===== src/rtl/spi_target.sv =====
// SPI mode-0 target: oversampled SCK/CS/MOSI, one-byte TX holding register,
// received bytes presented as single-cycle strobes.
module spi_target #(
    parameter int unsigned SYNC_STAGES = 2,
    parameter logic [7:0]  FILL_BYTE   = 8'hFF
) (
    input  logic       clk,
    input  logic       Rst,
    input  logic       spi_sck,
    input  logic       spi_cs,
    input  logic       spi_mosi,
    output logic       spi_miso,
    output logic       spi_miso_oe,
    input  logic [7:0] tx_data,
    input  logic       tx_valid,
    output logic       tx_ready,
    output logic [7:0] rx_data,
    output logic       rx_valid,
    output logic       tx_underrun,
    output logic       busy
);

    localparam int unsigned BYTE_W = 8;
    localparam int unsigned CNT_W  = 3;

    typedef enum logic {
        IDLE   = 1'b0,
        ACTIVE = 1'b1
    } state_t;

    state_t state_q;
    state_t state_d;

    logic [SYNC_STAGES-1:0] sck_chain;
    logic [SYNC_STAGES-1:0] cs_chain;
    logic [SYNC_STAGES-1:0] mosi_chain;
    logic                   sck_d;
    logic                   cs_d;

    logic sck_s;
    logic cs_s;
    logic mosi_s;
    logic sck_rise_c;
    logic sck_fall_c;
    logic cs_fall_c;
    logic cs_rise_c;

    logic start_c;
    logic abort_c;
    logic sample_c;
    logic load_c;
    logic shift_c;
    logic write_c;

    logic [CNT_W-1:0]  bitcnt;
    logic [BYTE_W-1:0] rx_sr;
    logic [BYTE_W-1:0] tx_sr;
    logic [BYTE_W-1:0] hold_data;
    logic              reload_pending;

    assign sck_s  = sck_chain[SYNC_STAGES-1];
    assign cs_s   = cs_chain[SYNC_STAGES-1];
    assign mosi_s = mosi_chain[SYNC_STAGES-1];

    assign sck_rise_c = sck_s & ~sck_d;
    assign sck_fall_c = ~sck_s & sck_d;
    assign cs_fall_c  = ~cs_s & cs_d;
    assign cs_rise_c  = cs_s & ~cs_d;

    assign write_c = tx_valid & tx_ready;
    assign busy    = ~cs_s;

    // Input synchronizers plus one-flop delay for edge detection; CS resets deasserted.
    always_ff @(posedge clk or posedge Rst) begin
        if (Rst) begin
            sck_chain  <= '0;
            cs_chain   <= '1;
            mosi_chain <= '0;
            sck_d      <= 1'b0;
            cs_d       <= 1'b1;
        end else begin
            sck_chain  <= {sck_chain[SYNC_STAGES-2:0], spi_sck};
            cs_chain   <= {cs_chain[SYNC_STAGES-2:0], spi_cs};
            mosi_chain <= {mosi_chain[SYNC_STAGES-2:0], spi_mosi};
            sck_d      <= sck_s;
            cs_d       <= cs_s;
        end
    end

    // FSM state register.
    always_ff @(posedge clk or posedge Rst) begin
        if (Rst) begin
            state_q <= IDLE;
        end else begin
            state_q <= state_d;
        end
    end

    // FSM next state: CS edges move between IDLE and ACTIVE.
    always_comb begin
        state_d = state_q;
        case (state_q)
            IDLE:    if (cs_fall_c) state_d = ACTIVE;
            ACTIVE:  if (cs_rise_c) state_d = IDLE;
            default: state_d = IDLE;
        endcase
    end

    // FSM control decode: CS edges win over a coincident SCK edge.
    always_comb begin
        start_c  = 1'b0;
        abort_c  = 1'b0;
        sample_c = 1'b0;
        load_c   = 1'b0;
        shift_c  = 1'b0;
        case (state_q)
            IDLE: begin
                start_c = cs_fall_c;
                load_c  = cs_fall_c;
            end
            ACTIVE: begin
                if (cs_rise_c) begin
                    abort_c = 1'b1;
                end else if (!cs_fall_c) begin
                    sample_c = sck_rise_c;
                    load_c   = sck_fall_c & reload_pending;
                    shift_c  = sck_fall_c & ~reload_pending;
                end
            end
            default: begin
                abort_c = 1'b1;
            end
        endcase
    end

    // Datapath: holding register, shift registers, bit counter and strobes.
    always_ff @(posedge clk or posedge Rst) begin
        if (Rst) begin
            spi_miso       <= 1'b0;
            spi_miso_oe    <= 1'b0;
            tx_ready       <= 1'b1;
            hold_data      <= '0;
            rx_data        <= '0;
            rx_valid       <= 1'b0;
            tx_underrun    <= 1'b0;
            bitcnt         <= '0;
            rx_sr          <= '0;
            tx_sr          <= '0;
            reload_pending <= 1'b0;
        end else begin
            rx_valid    <= 1'b0;
            tx_underrun <= 1'b0;

            // A write never reaches a load in the same cycle; it simply fills the register.
            if (write_c) begin
                hold_data <= tx_data;
                tx_ready  <= 1'b0;
            end

            if (start_c) begin
                bitcnt <= '0;
                rx_sr  <= '0;
            end

            if (load_c) begin
                if (!tx_ready) begin
                    tx_sr    <= hold_data;
                    spi_miso <= hold_data[BYTE_W-1];
                    tx_ready <= 1'b1;
                end else begin
                    tx_sr       <= FILL_BYTE;
                    spi_miso    <= FILL_BYTE[BYTE_W-1];
                    tx_underrun <= 1'b1;
                end
                spi_miso_oe    <= 1'b1;
                reload_pending <= 1'b0;
            end

            if (shift_c) begin
                tx_sr    <= {tx_sr[BYTE_W-2:0], 1'b0};
                spi_miso <= tx_sr[BYTE_W-2];
            end

            if (sample_c) begin
                rx_sr  <= {rx_sr[BYTE_W-2:0], mosi_s};
                bitcnt <= bitcnt + CNT_W'(1);
                if (bitcnt == CNT_W'(7)) begin
                    rx_data        <= {rx_sr[BYTE_W-2:0], mosi_s};
                    rx_valid       <= 1'b1;
                    reload_pending <= 1'b1;
                end
            end

            // Partial bytes are dropped; the holding register is left untouched.
            if (abort_c) begin
                bitcnt         <= '0;
                rx_sr          <= '0;
                reload_pending <= 1'b0;
                spi_miso_oe    <= 1'b0;
                spi_miso       <= 1'b0;
            end
        end
    end

endmodule


===== config.mk =====
export PLATFORM = sky130hd
export DESIGN_NAME = spi_target
export DESIGN_NICKNAME = d
export VERILOG_FILES = /design/src/rtl/spi_target.sv
export SDC_FILE = /design/constraint.sdc
export NUM_CORES = 1
export LEC_CHECK = 0
export CAP_MARGIN = 20
export CORE_UTILIZATION = 55
export CTS_BUF_LIST = sky130_fd_sc_hd__clkbuf_4
export DETAILED_ROUTE_END_ITERATION = 16
export PLACE_DENSITY_LB_ADDON = 0.25
export SKIP_LAST_GASP = 1
export SLEW_MARGIN = 30
export SYNTH_ARGS = -nofsm -noshare
export SYNTH_HDL_FRONTEND = slang
export SYNTH_SLANG_ARGS = --single-unit

===== constraint.sdc =====
create_clock -name clk -period 1.9 [get_ports clk]
set_input_delay 0.285 -clock clk [delete_from_list [all_inputs] [get_ports clk]]
set_output_delay 0.285 -clock clk [all_outputs]
set_load 0.01 [all_outputs]

==> results of run 1 <==
stage by stage:
stage | worst slack, ns | cells
5_1_grt | 0.0558 | 219
3_5_place_dp | 0.151 | 208
6_report | 0.102 | 219
2_1_floorplan | 0.236 | 141
3_3_place_gp | 0.233 | 208
4_1_cts | 0.0214 | 216
cell type report:
cell class,count,area [sq um],share of cell area [%]
tap,44,55.1,2.36
clock inverter,2,35.0,1.50
multi-input combinational,81,636,27.3
inverter,4,15.0,0.644
clock buffer,6,45.0,1.93
sequential,48,1210,51.8
timing repair buffer,34,338,14.5
state kept, by name, indices dropped and copies added, names as in the netlist:
register	flops
rx_sr	7
tx_ready	1
rx_data	8
rx_valid	1
state_q	1
tx_underrun	1
cs_chain	2
reload_pending	1
tx_sr	7
sck_d	1
spi_miso	1
bitcnt	3
sck_chain	2
spi_miso_oe	1
cs_d	1
hold_data	8
mosi_chain	2
power by group through the flow:
stage	clock [W]	sequential [W]	combinational, W
2_1_floorplan	0	0.00134	0.000343
3_3_place_gp	0	0.00139	0.000436
3_5_place_dp	0	0.00140	0.000459
4_1_cts	0.000611	0.00138	0.000459
5_1_grt	0.000655	0.00139	0.000576
6_report	0.000596	0.00138	0.000520
how the worst min path moves through the flow:
stage                       start       endpoint  slack (ns)  cells after the start
floorplan                  spi_cs    cs_chain[0]        0.29                      0
CTS                           Rst       rx_sr[5]        0.25                      3
detailed placement  mosi_chain[0]  mosi_chain[1]        0.34                      0
finish                        Rst       rx_sr[6]        0.25                      3
global route                  Rst     rx_data[7]        0.27                      3
global placement    mosi_chain[0]  mosi_chain[1]        0.33                      0
kinds of logic after synthesis:
family / share of synthesized area [%]
flip-flops: 63.6
AND/OR/NAND/NOR: 8.65
AO/OA/AOI/OAI: 10.7
multiplexers: 10.1
buffers and inverters: 3.23
adder cells (fa/ha/maj): 2.38
XOR/XNOR: 1.32
timing repair:
| item | 4_1_cts | 5_1_grt |
|---|---|---|
| buffers inserted | 0 | 3 |
| gates resized for setup | 0 | 2 |
| hold endpoints to repair | 0 | 0 |
| setup endpoints to repair | 0 | 3 |
layer usage:
layer	GRT usage, %	part of all wire [%]
met1	30.9	45
met2	30.8	50
met3	4.69	3.5
met4	9.74	0.74
met5	0	0
placed cells by master (no fill, tap or decap), types with 2 or more instances in the layout:
cell type        synthesis  routed
ha_1                     2       2
o31ai_1                  4       4
inv_1                    4       3
a22oi_1                  2       2
nor2b_1                  2       2
o21ai_0                  5       5
mux2_2                  17      17
dfstp_2                  4       4
clkbuf_4                 0       6
clkdlybuf4s50_1          0      26
nor2_1                   7       7
dfrtp_1                 44      44
buf_4                    1       6
nand2_1                  8       8
nor3_1                   6       6
maj3_1                   2       2
a22o_1                   9       9
==> metrics.csv, run 1 <==
stage,metric,value,unit
worst_setup_path,CP bufs+invs,1,
power_and_ir_drop,sequential share of power,55.2,%
sta,"Min Clock Period, post-route",1.80,ns
clock_tree,Num CTS Buffers,5,
power_and_ir_drop,Total Power,0.00249,W
power_and_ir_drop,Clk pwr share,23.9,%
route,1st-pass router iterations,4,
route,Avg Vias per Cell,5.52,
power_and_ir_drop,P_sw,0.000670,W
clock_tree,Skew-Pair Late Insertion Delay,0.35,ns
worst_setup_path,Critical Path Start,tx_ready,
sta,setup TNS,0,ns
worst_setup_path,Top delay family on crit path,flip-flops,
floorplanning,chip height,60.7,microns
synth,Yosys reg bits,48,
synth,async set-reset flop share out of synthesis,100,%
layout,layout cells sized above 1,25.1,%
outcome,status,"complete, no violations",
worst_setup_path,Worst setup endpoint,tx_ready,
power_and_ir_drop,Pint,0.00182,W
route,final wirelength,3.40,mm
worst_setup_path,CP Max Fanout,7,
synth,Synth Cell Area,0.00190,sq mm
power_and_ir_drop,combinational share of power,20.9,%
floorplanning,num rows,20,
synth,Syn Nets,157,
layout,Layout Nets,190,
synth,cell with the most instances after synthesis,dfrtp_1,
route,# DRC,0,
sta,Final Hold Viols,0,
place,post-detail-place hpwl,2.32,mm
synth,Synth warnings,0,
synth,"EDFF count, synth",0,
grt,largest net degree at the start of global routing,29,
layout,"Core Util, Final",73.9,%
sta,unrepaired setup endpoints after global routing,false,
floorplanning,core area,0.00315,sq mm
worst_setup_path,Setup crit end kind,output pin,
route,initial drt markers,45,
worst_setup_path,WP depth,1,
worst_setup_path,end of the worst register-to-register path,spi_miso,
job,max-cap viol count,0,
worst_setup_path,CP arrival,1.51,ns
place,gp weighted congestion,0.749,
synth,leading area contributor after synthesis,dfrtp_1,
clock_tree,Max H-tree Level,2,
sta,Fmax,0.556,GHz
worst_setup_path,Worst EP required,1.62,ns
sta,relative slew slack,74.8,%
synth,Mapped Cells,141,
power_and_ir_drop,switching share of power,26.9,%
clock_tree,cts hold-fix bufs,0,
clock_tree,Clock Tree Buf Depth,2,
clock_tree,clock slew at reported path FFs,0.13,ns
route,routed wire length per instance,15.5,microns
clock_tree,CTS Sinks,48,
floorplanning,Starting Density,60.1,%
worst_setup_path,worst reg2reg setup slack,0.12,ns
grt,initial antenna violation count,0,
worst_setup_path,"Slowest-stage cell, CP",dfstp_2,
synth,Most used DFF post-synth,dfrtp_1,
floorplanning,Die W,60.7,microns
power_and_ir_drop,PwrDens,1070,mW/mm^2
grt,first-pass GRT wire length,5.52,mm
grt,vias in the first global route,1198,
synth,largest cells by area after synthesis,"dfrtp_1 (58%), mux2_2 (10%), dfstp_2 (5.5%), a22o_1 (4.2%), nor3_1 (1.6%)",
hold_path,Hold/Removal Path Class,input pin to asynchronous set/reset pin,
worst_setup_path,R2R cell count,4,
layout,n_diodes,0,
worst_setup_path,CP Cell Sequence,clkdlybuf4s50_1,
power_and_ir_drop,LEAKAGE,1.08,nW
layout,synthesis-to-layout area growth,22.9,%
power_and_ir_drop,Peak VDD IR,0.000717,V
synth,most frequent cells after synthesis,"dfrtp_1 (44), mux2_2 (17), a22o_1 (9)",
sta,Fin Hold WS,0.249,ns
synth,Avg Inst Size Synth,13.4,sq um
worst_setup_path,Worst setup SP type,flip-flop,
synth,Synth cell types,34,
sta,crit share post-route,94.6,%
sta,max-slew violations,0,
route,total number of vias,1209,
place,PortBufs,27,
clock_tree,CTS tree,yes,
synth,register area share after synthesis,63.6,%
grt,total global routing overflow,0,
sta,worst slew pin tran,0.378,ns
floorplanning,Die Footprint,0.00369,sq mm
layout,final instance area,0.00233,sq mm
floorplanning,IO Pins,28,
synth,top cell type's share of synthesized area,58.1,%
route,Routed Antenna Nets,0,
layout,FILL cells,217,
place,DP Area,0.00222,sq mm
worst_setup_path,r2r startpoint,cs_d,
worst_setup_path,CP max stage delay,0.61,ns
clock_tree,Root Buffer,clkbuf_4,
sta,final setup skew,0.00674,ns
worst_setup_path,Critical Setup Path Class,flip-flop to output pin,
grt,global-route usage over all layers,21.2,%
sta,final setup vio count,0,
Power figures use the tool's default switching activity.
==> run 2: changes to the inputs <==
--- a/config.mk
+++ b/config.mk
@@ -9,7 +9,7 @@
 export CORE_UTILIZATION = 55
 export CTS_BUF_LIST = sky130_fd_sc_hd__clkbuf_4
 export DETAILED_ROUTE_END_ITERATION = 16
-export PLACE_DENSITY_LB_ADDON = 0.25
+export PLACE_DENSITY = 0.78
 export SKIP_LAST_GASP = 1
 export SLEW_MARGIN = 30
 export SYNTH_ARGS = -nofsm -noshare
==> metrics.csv, run 2 (synthesis gave the netlist of run 1 again) <==
stage,metric,value,unit
outcome,status,"complete, no violations",
worst_setup_path,Critical Path Start,tx_ready,
job,max-cap viol count,0,
place,DP Worst Slack,0.202,ns
clock_tree,CTS Sinks,48,
layout,most frequent cells in the layout,"dfrtp_1 (44), clkdlybuf4s50_1 (27), mux2_2 (17), a22o_1 (9), nand2_1 (8)",
route,final wirelength,3.32,mm
route,total number of vias,1178,
floorplanning,chip height,60.7,microns
worst_setup_path,Worst setup endpoint,tx_ready,
grt,first-pass GRT wire length,5.62,mm
route,Routed Antenna Nets,0,
grt,total global routing overflow,0,
power_and_ir_drop,Clk pwr share,19.0,%
sta,crit share post-route,96.0,%
sta,Final Hold Viols,0,
worst_setup_path,Critical Setup Path Class,flip-flop to output pin,
clock_tree,CTS tree,yes,
place,PortBufs,27,
floorplanning,Die Footprint,0.00369,sq mm
layout,n_diodes,0,
power_and_ir_drop,switching share of power,28.5,%
sta,final setup vio count,0,
worst_setup_path,CP bufs+invs,1,
route,met3 routed WL,118,microns
route,highest metal used,met4,
layout,"leading cell type in the layout, fill and taps excluded",dfrtp_1,
grt,global-route usage over all layers,22.2,%
clock_tree,Num CTS Buffers,5,
grt,vias in the first global route,1214,
sta,"Min Clock Period, post-route",1.82,ns
layout,"Core Util, Final",72.2,%
grt,largest net degree at the start of global routing,31,
sta,final setup margin,0.0756,ns
power_and_ir_drop,Pint,0.00165,W
route,WL met2,1.58,mm
sta,setup TNS,0,ns
power_and_ir_drop,Total Power,0.00231,W
route,1st-pass router iterations,4,
power_and_ir_drop,combinational share of power,21.3,%
worst_setup_path,CP Cell Sequence,clkdlybuf4s50_1,
route,Avg Vias per Cell,5.43,
worst_setup_path,Worst setup SP type,flip-flop,
sta,worst slew pin tran,0.567,ns
floorplanning,core area,0.00315,sq mm
clock_tree,Clock Tree Buf Depth,2,
power_and_ir_drop,Peak VDD IR,0.000745,V
sta,Fmax,0.548,GHz
hold_path,Hold/Removal Path Class,input pin to asynchronous set/reset pin,
power_and_ir_drop,P_sw,0.000659,W
clock_tree,Root Buffer,clkbuf_4,
layout,Layout Nets,188,
place,DP Area,0.00220,sq mm
place,gp weighted congestion,0.794,
worst_setup_path,CP arrival,1.54,ns
floorplanning,Die W,60.7,microns
worst_setup_path,worst reg2reg setup slack,0.13,ns
clock_tree,cts repair resizes,0,
layout,final instance area,0.00228,sq mm
worst_setup_path,Setup crit end kind,output pin,
power_and_ir_drop,sequential share of power,59.7,%
place,post-detail-place hpwl,2.37,mm
worst_setup_path,r2r startpoint,cs_chain[1],
worst_setup_path,CP max stage delay,0.63,ns
clock_tree,Max H-tree Level,2,
layout,Largest regs,"hold_data (8), rx_data (8)",
clock_tree,clock slew at reported path FFs,0.13,ns
power_and_ir_drop,LEAKAGE,1.04,nW
worst_setup_path,CP Max Fanout,9,
worst_setup_path,end of the worst register-to-register path,rx_data[6],
route,# DRC,0,
worst_setup_path,Top delay family on crit path,flip-flops,
floorplanning,num rows,20,
route,met1 WL,1.56,mm
worst_setup_path,WP depth,1,
route,routed wire length per instance,15.3,microns
layout,layout cells sized above 1,23.7,%
sta,relative slew slack,62.0,%
clock_tree,Skew-Pair Late Insertion Delay,0.36,ns
worst_setup_path,R2R cell count,5,
worst_setup_path,"Slowest-stage cell, CP",dfstp_2,
power_and_ir_drop,PwrDens,1020,mW/mm^2
worst_setup_path,Worst EP required,1.62,ns
grt,initial antenna violation count,0,
route,initial drt markers,87,
layout,synthesis-to-layout area growth,20.1,%
floorplanning,IO Pins,28,
sta,unrepaired setup endpoints after global routing,false,
sta,max-slew violations,0,
floorplanning,Starting Density,60.1,%
sta,final setup skew,0.0113,ns
-- run 2: layout make-up --
class / count / area (sq um)
clock inverters: 3 / 13.8
flip-flops and latches: 48 / 1210
clock buffers: 5 / 37.5
well taps: 44 / 55.1
multi-input cells: 81 / 628
inverters: 4 / 15.0
repair buffers: 32 / 320
fillers: 252 / 877
-- run 2: worst min path at each step --
stage	startpoint	end	slack (ns)	cells after the start
finish	Rst	tx_sr[1]	0.22	2
CTS	Rst	hold_data[5]	0.21	2
detailed placement	mosi_chain[0]	mosi_chain[1]	0.34	0
global route	Rst	hold_data[5]	0.24	2
global placement	mosi_chain[0]	mosi_chain[1]	0.33	0
floorplan	spi_cs	cs_chain[0]	0.29	0
-- run 2: metrics by stage --
step	hold WS, ns	std cells
finish	0.218	217
global placement	0.334	206
detailed placement	0.336	206
CTS	0.208	214
floorplan	0.289	141
global route	0.243	217
-- run 2: metal layers --
layer / GRT usage [%] / up-vias
met3: 5.97 / 7
met5: 0 / -
li1: - / 560
met1: 30.1 / 584
met2: 33.1 / 27
met4: 11.4 / 0
-- run 2: what timing repair did --
action | CTS | global route
endpoints found under the setup margin | 0 | 2
hold buffers | 0 | 0
hold endpoints to repair | 0 | 0
setup buffers | 0 | 3
-- run 2: power groups by stage --
stage                     sequential [W]  combinational (W)  clock, W
after floorplan                  0.00134           0.000343         0
after global placement           0.00139           0.000432         0
after detailed placement         0.00141           0.000455         0
after CTS                        0.00139           0.000456  0.000466
after global routing             0.00140           0.000547  0.000494
final                            0.00138           0.000493  0.000439
